===== config.mk =====
export PLATFORM = sky130hd
export DESIGN_NAME = fir_out_decim
export DESIGN_NICKNAME = d
export VERILOG_FILES = /design/src/rtl/fir_pkg.sv /design/src/rtl/sync_fifo.sv /design/src/rtl/fir_out_decim.sv
export SDC_FILE = /design/constraint.sdc
export NUM_CORES = 1
export LEC_CHECK = 0
export CORE_UTILIZATION = 47
export DETAILED_ROUTE_END_ITERATION = 12
export PLACE_DENSITY = 0.68
export SLEW_MARGIN = 40
export SYNTH_ARGS = -nofsm -noshare
export SYNTH_HDL_FRONTEND = slang
export SYNTH_SLANG_ARGS = --single-unit

===== constraint.sdc =====
create_clock -name clk_slow -period 8.4 [get_ports clk_slow]
set_clock_uncertainty 0.05 [all_clocks]
set_input_delay 1.26 -clock clk_slow [delete_from_list [all_inputs] [get_ports clk_slow]]
set_output_delay 1.26 -clock clk_slow [all_outputs]
set_load 0.02 [all_outputs]

===== src/rtl/fir_pkg.sv =====
// Shared FIR definitions: sample width and sign-magnitude to two's-complement conversion.
// Used by the FIR front end (coefficients) and by the output decimator (samples).
package fir_pkg;
    localparam int SM_W = 16;

    // Negative zero (sign set, magnitude 0) naturally maps to 0.
    function automatic logic signed [SM_W-1:0] sm_to_tc(input logic [SM_W-1:0] sm);
        logic signed [SM_W-1:0] mag;
        mag = $signed({1'b0, sm[SM_W-2:0]});
        return sm[SM_W-1] ? -mag : mag;
    endfunction
endpackage


===== src/rtl/sync_fifo.sv =====
// Single-clock first-word-fall-through FIFO with level output.
// Latency: write visible at output after the write edge.
// Backpressure: caller must not push when full unless also popping.
module sync_fifo #(
    parameter int WIDTH = 16,
    parameter int DEPTH = 8
) (
    input  logic                   clk,
    input  logic                   rst_n,
    input  logic                   push,
    input  logic [WIDTH-1:0]       push_dat,
    input  logic                   pop,
    output logic [WIDTH-1:0]       pop_dat,
    output logic                   full,
    output logic                   empty,
    output logic [$clog2(DEPTH):0] level
);
    localparam int AW = $clog2(DEPTH);

    logic [AW:0]      wr_ptr_q, wr_ptr_d;
    logic [AW:0]      rd_ptr_q, rd_ptr_d;
    logic [WIDTH-1:0] mem_q [DEPTH];

    always_comb begin
        level    = wr_ptr_q - rd_ptr_q;
        empty    = (wr_ptr_q == rd_ptr_q);
        // Same slot, opposite lap: the writer is a full lap ahead.
        full     = (wr_ptr_q[AW-1:0] == rd_ptr_q[AW-1:0]) && (wr_ptr_q[AW] != rd_ptr_q[AW]);
        pop_dat  = empty ? '0 : mem_q[rd_ptr_q[AW-1:0]];
        wr_ptr_d = push ? wr_ptr_q + 1'b1 : wr_ptr_q;
        rd_ptr_d = (pop && !empty) ? rd_ptr_q + 1'b1 : rd_ptr_q;
    end

    always_ff @(posedge clk or negedge rst_n) begin
        if (!rst_n) begin
            wr_ptr_q <= '0;
            rd_ptr_q <= '0;
        end else begin
            wr_ptr_q <= wr_ptr_d;
            rd_ptr_q <= rd_ptr_d;
        end
    end

    // At full with a simultaneous pop the write lands in the slot being read out.
    always_ff @(posedge clk) begin
        if (push) begin
            mem_q[wr_ptr_q[AW-1:0]] <= push_dat;
        end
    end
endmodule


===== src/rtl/fir_out_decim.sv =====
// FIR output stage: sign-magnitude to two's complement, DECIM-sample average, output FIFO.
// Latency: 2 clk_slow edges from the last sample of a group to out_valid.
// Backpressure: input never stalls; a full FIFO drops the result and sets sticky overflow.
import fir_pkg::*;

module fir_out_decim #(
    parameter int DECIM      = 4,
    parameter int FIFO_DEPTH = 8
) (
    input  logic                          clk_slow,
    input  logic                          rst,
    input  logic                          in_valid,
    input  logic [SM_W-1:0]               in_data,
    output logic                          out_valid,
    input  logic                          out_ready,
    output logic [SM_W-1:0]               out_data,
    output logic [$clog2(FIFO_DEPTH):0]   fifo_level,
    output logic                          overflow,
    input  logic                          clr_ovf
);
    localparam int SH    = $clog2(DECIM);
    localparam int ACC_W = SM_W + SH;
    localparam logic [SH-1:0] LAST_PH = SH'(DECIM - 1);

    logic [SH-1:0]           phase_q, phase_d;
    logic signed [ACC_W-1:0] acc_q, acc_d;
    logic                    dump_vld_q, dump_vld_d;
    logic [SM_W-1:0]         dump_dat_q, dump_dat_d;
    logic                    ovf_q, ovf_d;
    logic signed [SM_W-1:0]  sample;
    logic signed [ACC_W-1:0] sum;
    logic signed [ACC_W-1:0] avg;
    logic                    fifo_full;
    logic                    fifo_empty;
    logic                    push;
    logic                    pop;

    always_comb begin
        sample     = sm_to_tc(in_data);
        sum        = {{SH{sample[SM_W-1]}}, sample};
        if (phase_q != '0) begin
            sum = acc_q + sum;
        end
        // Mean of DECIM 16-bit values always fits back in 16 bits.
        avg        = sum >>> SH;

        phase_d    = phase_q;
        acc_d      = acc_q;
        dump_vld_d = 1'b0;
        dump_dat_d = dump_dat_q;
        if (in_valid) begin
            acc_d = sum;
            if (phase_q == LAST_PH) begin
                phase_d    = '0;
                dump_vld_d = 1'b1;
                dump_dat_d = avg[SM_W-1:0];
            end else begin
                phase_d = phase_q + 1'b1;
            end
        end

        pop   = out_valid && out_ready;
        push  = dump_vld_q && (!fifo_full || pop);
        ovf_d = (dump_vld_q && !push) ? 1'b1 : (clr_ovf ? 1'b0 : ovf_q);
    end

    always_ff @(posedge clk_slow or negedge rst) begin
        if (!rst) begin
            phase_q    <= '0;
            acc_q      <= '0;
            dump_vld_q <= 1'b0;
            dump_dat_q <= '0;
            ovf_q      <= 1'b0;
        end else begin
            phase_q    <= phase_d;
            acc_q      <= acc_d;
            dump_vld_q <= dump_vld_d;
            dump_dat_q <= dump_dat_d;
            ovf_q      <= ovf_d;
        end
    end

    sync_fifo #(
        .WIDTH (SM_W),
        .DEPTH (FIFO_DEPTH)
    ) u_fifo (
        .clk      (clk_slow),
        .rst_n    (rst),
        .push     (push),
        .push_dat (dump_dat_q),
        .pop      (pop),
        .pop_dat  (out_data),
        .full     (fifo_full),
        .empty    (fifo_empty),
        .level    (fifo_level)
    );

    assign out_valid = !fifo_empty;
    assign overflow  = ovf_q;
endmodule


==> results.cfg, run 1 <==
[sta]
drv_slew = 0
relSlewSlack_pct = 46.6
layout_min_cycle_time_ps = 5560
setup_viol = 0
fmax_ghz = 0.180
rsz0062_at_grt = no
worst_slew_pin_slew_ps = 801
hold_violations = 0
finalCritPeriodShare_pct = 66.2
fin_tns_setup_ps = 0

[clocking]
postCtsHoldBufs = 0
clock_sinks = 174
post_cts_buffers = 0
cts_buffers = 17
cts.reportedPaths.clkPinSlew_ps = 70
root_buffer = clkbuf_16
clock_latency_ps = 420
cts_resized = 0
cts_tree = done
clockBufferDepth = 2
htreeDepth = 4

[synthesis]
synth_cell_types = 56
syn_inst = 599
seq_area_frac_synth_pct = 61.5
yosysTopAreaCellShare_pct = 47.3
syn_area_per_cell_sq_um = 13.6
syn_area_sq_mm = 0.00812
synth-async-reset-ratio_pct = 26.4
synth_ff_type = edfxtp_1
synth_top_cell_by_area = edfxtp_1
synth_edf_count = 128
synth_area_leaders = edfxtp_1, dfrtp_1, mux4_2
synth_nets = 647
ys_ff_latch = 174
ys_warn_count = 0

[setup_path]
rr_startpoint = u_fifo.rd_ptr_q[2]
r2r-end = u_fifo.mem_q[1][1]
cp-end-kind = output pin
path_cells = clkinv_1, ha_1, and4_1, inv_1, clkdlybuf4s50_1
reg2reg_depth = 8
worstSetupPathType = register to output pin
ff2ff_setup_slack_ps = 4200
required_ps = 7090
slowest_stage = dfrtp_1
path_max_fanout = 19
critPathMaxStageDelay_ps = 860
startpoint_type = register
cp.arrival_ps = 4250

[detailed_routing]
num_vias = 5012
routedWlPerCell_um = 19.1
ant_nets = 0
drt-total-wl_um = 16800
drtIter0Drc = 371
drc = 0
dr.pass1.iters = 4
viasPerCell = 5.71

[floorplanning]
pin_count = 43
rows = 47
coreArea_sq_mm = 0.0167
initial_core_util_pct = 48.6
die_h_um = 133
fp.dieArea_sq_mm = 0.0178
die_w_um = 133

[layout]
areaGrowthSynthToFinish_pct = 15.4
final_cells = 877
final_cell_mix = edfxtp_1, nand2_1, dfrtp_1, a21oi_1, clkdlybuf4s50_1
drive_above_1_share_pct = 14.0
antenna_cells = 0
fin_nets = 692
final_common_cell = edfxtp_1

[grt]
grt_max_degree = 47
grt_antenna_before_repair = 0
grt-ovfl-total = 0
first_global_vias = 5205
grt_pass1_wl_um = 27200
grt.total_usage_pct = 20.4

[worst_hold_path]
min_from = dump_vld_q
min_path_type = register to register
whs_path_depth = 2
holdPathEnd = overflow

[placed_design]
port_buffers = 42
dp_cells = 845
hpwl_um = 11300
gp_congestion = 0.856

[flow_run]
max-cap-violations = 0

[pwr]
ir_drop_mv = 0.168
p_leak_nw = 3.36
pwr_density_cell_mw_per_mm2 = 379

[outcome]
status = completed
-- layout make-up --
| cell class | instances | area (sq um) |
|---|---|---|
| multi-input cells | 384 | 3010 |
| repair buffers | 50 | 490 |
| clock buffers | 17 | 425 |
| clock inverters | 15 | 113 |
| fillers | 1348 | 7330 |
| well taps | 220 | 275 |
| flip-flops and latches | 174 | 5000 |
| inverters | 17 | 63.8 |
-- critical path: cells and delay by family (launching register included) --
kind | cells | cell delay (ps)
adder cells (fa/ha/maj) | 1 | 630
flip-flops | 1 | 860
buffers and inverters | 3 | 1600
AND/OR/NAND/NOR | 1 | 730
-- worst max-delay path by stage --
| stage | start | to | slack [ps] | depth (start not counted) |
|---|---|---|---|---|
| floorplan | in_data[3] | acc_q[17] | 4030 | 13 |
| global placement | in_data[3] | acc_q[17] | 3280 | 14 |
| detailed placement | in_data[3] | acc_q[17] | 3120 | 14 |
| CTS | u_fifo.rd_ptr_q[2] | out_valid | 2710 | 5 |
| global route | u_fifo.rd_ptr_q[2] | out_valid | 2580 | 5 |
| finish | u_fifo.rd_ptr_q[2] | out_valid | 2840 | 5 |
-- cells by family (layout without fill, tap and decap cells) --
family | Yosys count | count (layout) | share of synthesized area (%)
xor gates and xnor gates | 31 | 31 | 3.34
AOI/OAI and AO/OA | 124 | 124 | 9.63
and+or+nand+nor | 160 | 160 | 8.83
adders and majority gates | 27 | 27 | 4.35
buffers and inverters | 41 | 99 | 2.19
muxes | 42 | 42 | 10.1
DFF | 174 | 174 | 61.5
-- metrics by stage --
stage	area (sq um)	total power, mW	setup slack, ps	hold slack [ps]	utilization (%)
after floorplan	8120	2.33	4030	392	-
final	9370	3.55	2840	430	56.1
after global routing	9370	3.77	2580	473	56.1
after detailed placement	8830	2.86	3120	426	52.9
after global placement	8770	2.81	3280	414	52.5
after CTS	9370	3.58	2710	441	56.1
-- where the power goes --
group	internal, mW	total [mW]	switching, mW
sequential	1.14	1.33	0.189
clock	0.382	0.713	0.331
combinational	0.690	1.51	0.823
total	2.21	3.55	1.34
-- flip-flops by register name, summed over array words and instances, names as in the netlist --
signal,flops
acc_q,18
dump_vld_q,1
u_fifo.mem_q,128
u_fifo.wr_ptr_q,4
phase_q,2
overflow,1
u_fifo.rd_ptr_q,4
dump_dat_q,16
-- layer usage --
| layer | share of wire [%] | GRT usage, % | up-vias |
|---|---|---|---|
| met4 | 1.3 | 7.26 | 0 |
| met2 | 51 | 35.4 | 116 |
| li1 | - | - | 2370 |
| met3 | 4.3 | 3.73 | 19 |
| met1 | 43 | 25.7 | 2507 |
| met5 | 0 | 0 | - |
-- Yosys cell counts, types with 3 or more instances --
cell type,count
o31ai_1,10
edfxtp_1,128
inv_1,15
and3_1,3
o21ai_0,28
a211oi_1,4
mux4_2,32
buf_1,4
a22oi_1,5
buf_2,3
nand4_1,3
clkbuf_1,15
dfrtp_1,46
xnor2_1,27
o21a_1,4
nor2_1,36
nand3_1,8
a21oi_1,41
ha_1,25
xor2_1,4
a21o_1,9
nand2b_1,4
or3_1,5
mux2i_1,8
a31oi_1,7
nor3_1,10
nand2_1,76
(Power assumes the default switching activity.)
==> run 2, diff against run 1 <==
--- a/config.mk
+++ b/config.mk
@@ -7,7 +7,7 @@
 export LEC_CHECK = 0
 export CORE_UTILIZATION = 47
 export DETAILED_ROUTE_END_ITERATION = 12
-export PLACE_DENSITY = 0.68
+export PLACE_DENSITY = 0.7
 export SLEW_MARGIN = 40
 export SYNTH_ARGS = -nofsm -noshare
 export SYNTH_HDL_FRONTEND = slang
==> constraint.sdc (replaced) <==
create_clock -name clk_slow -period 5.1 [get_ports clk_slow]
set_clock_uncertainty 0.05 [all_clocks]
set_input_delay 0.765 -clock clk_slow [delete_from_list [all_inputs] [get_ports clk_slow]]
set_output_delay 0.765 -clock clk_slow [all_outputs]
set_load 0.02 [all_outputs]
==> results.cfg, run 2 (same netlist as run 1, synthesis figures left out) <==
[layout]
final_cell_mix = edfxtp_1, nand2_1, dfrtp_1, a21oi_1, clkdlybuf4s50_1
multi_input_area_sq_mm = 0.00297
final_common_cell = edfxtp_1
drive_above_1_share_pct = 13.7
final_area_sq_mm = 0.00944
fin_nets = 700
largest_reg_flops = 128
areaGrowthSynthToFinish_pct = 16.3
nFillCells = 1339
regArea_sq_mm = 0.00500
utilization_pct = 56.5
antenna_cells = 0
final_cells = 884

[floorplanning]
pin_count = 43
die_w_um = 133
rows = 47
initial_core_util_pct = 48.6
die_h_um = 133
fp.dieArea_sq_mm = 0.0178
coreArea_sq_mm = 0.0167

[grt]
grt_max_degree = 47
grtUsageMet3_pct = 3.69
met1_usage_pct = 24.7
busiest_layer = met2
grt_pass1_wl_um = 26300
grt-ovfl-total = 0
grt_antenna_before_repair = 0
grt.total_usage_pct = 19.7
gr-usage-met2_pct = 34.4
first_global_vias = 5164

[placed_design]
gp_congestion = 0.922
dpl_cell_area_sq_mm = 0.00885
hpwl_um = 11000
pre_cts_ws_ps = 415
dp_cells = 853
port_buffers = 42

[setup_path]
rr_startpoint = u_fifo.rd_ptr_q[1]
crit_path_frequent_cell = nor3_1
critPathMaxStageDelay_ps = 470
cp.arrival_ps = 4510
slowest_stage = or4_1
required_ps = 5350
cp_top_family = simple AND/OR/NAND/NOR gates
reg2reg_depth = 9
startpoint_type = input port
worstSetupPathType = input port to register
cp-end-kind = register
r2r-end = u_fifo.mem_q[1][10]
path_max_fanout = 5
ff2ff_setup_slack_ps = 2020
path_cells = clkdlybuf4s50_1, nor3_1, nand3b_1, nand2b_1, o41ai_1, xnor2_1, ha_1, nand2_1, or4_1, a21o_1, a31oi_4, mux2i_1, nor3_1, a2111o_1
cp_num_buf_inv = 1

[sta]
fmax_ghz = 0.235
setup_viol = 0
fin_tns_setup_ps = 0
drv_slew = 0
hold_violations = 0
rsz0062_at_grt = no
layout_min_cycle_time_ps = 4260
fin_ws_ps = 844
finalCritPeriodShare_pct = 83.5
relSlewSlack_pct = 45.4
worst_slew_pin_slew_ps = 818
whs_ps = 372

[clocking]
htreeDepth = 4
cts_buffers = 17
clock_sinks = 174
root_buffer = clkbuf_16
clock_latency_ps = 420
clockBufferDepth = 2
post_cts_buffers = 0
cts_tree = done
postCtsHoldBufs = 0
cts_resized = 0
cts.reportedPaths.clkPinSlew_ps = 70

[detailed_routing]
drc = 0
num_vias = 5052
viasPerCell = 5.71
ant_nets = 0
drtIter0Drc = 268
routedWlPerCell_um = 18.4
drt-total-wl_um = 16300
dr.pass1.iters = 4

[pwr]
ir_drop_mv = 0.282
pwr_density_cell_mw_per_mm2 = 631
power_mw = 5.96
p_leak_nw = 3.43

[outcome]
status = completed

[worst_hold_path]
min_path_type = input port to async pin

[flow_run]
max-cap-violations = 0
## run 2: cell type report
type	count	area share (%)
Clock buffer	17	4.51
Clock inverter	14	1.76
Inverter	17	0.676
Multi-Input combinational cell	384	31.5
Sequential cell	174	52.9
Tap cell	220	2.92
Timing Repair Buffer	58	5.75
## run 2: worst max-delay path by stage
stage | from | end | slack [ps] | cells after the start
after detailed placement | in_data[3] | acc_q[17] | 410 | 14
after CTS | in_data[3] | acc_q[17] | 850 | 14
after global placement | in_data[3] | acc_q[17] | 520 | 14
after floorplan | in_data[3] | acc_q[17] | 1220 | 13
final | in_data[3] | acc_q[17] | 840 | 14
after global routing | in_data[3] | acc_q[17] | 580 | 14
## run 2: where the power goes
part           leakage (nW)  total (mW)  internal [mW]  switching [mW]
registers              1.71        2.17           1.87           0.292
clock network         0.287        1.29          0.768           0.518
logic                  1.43        2.51           1.15            1.36
## run 2: per-layer routing
metal  routed length (um)  up-vias
met5                    0        -
met4                  295        0
met3                  630       25
met2                 8320      126
met1                 7040     2534
li1                     -     2367
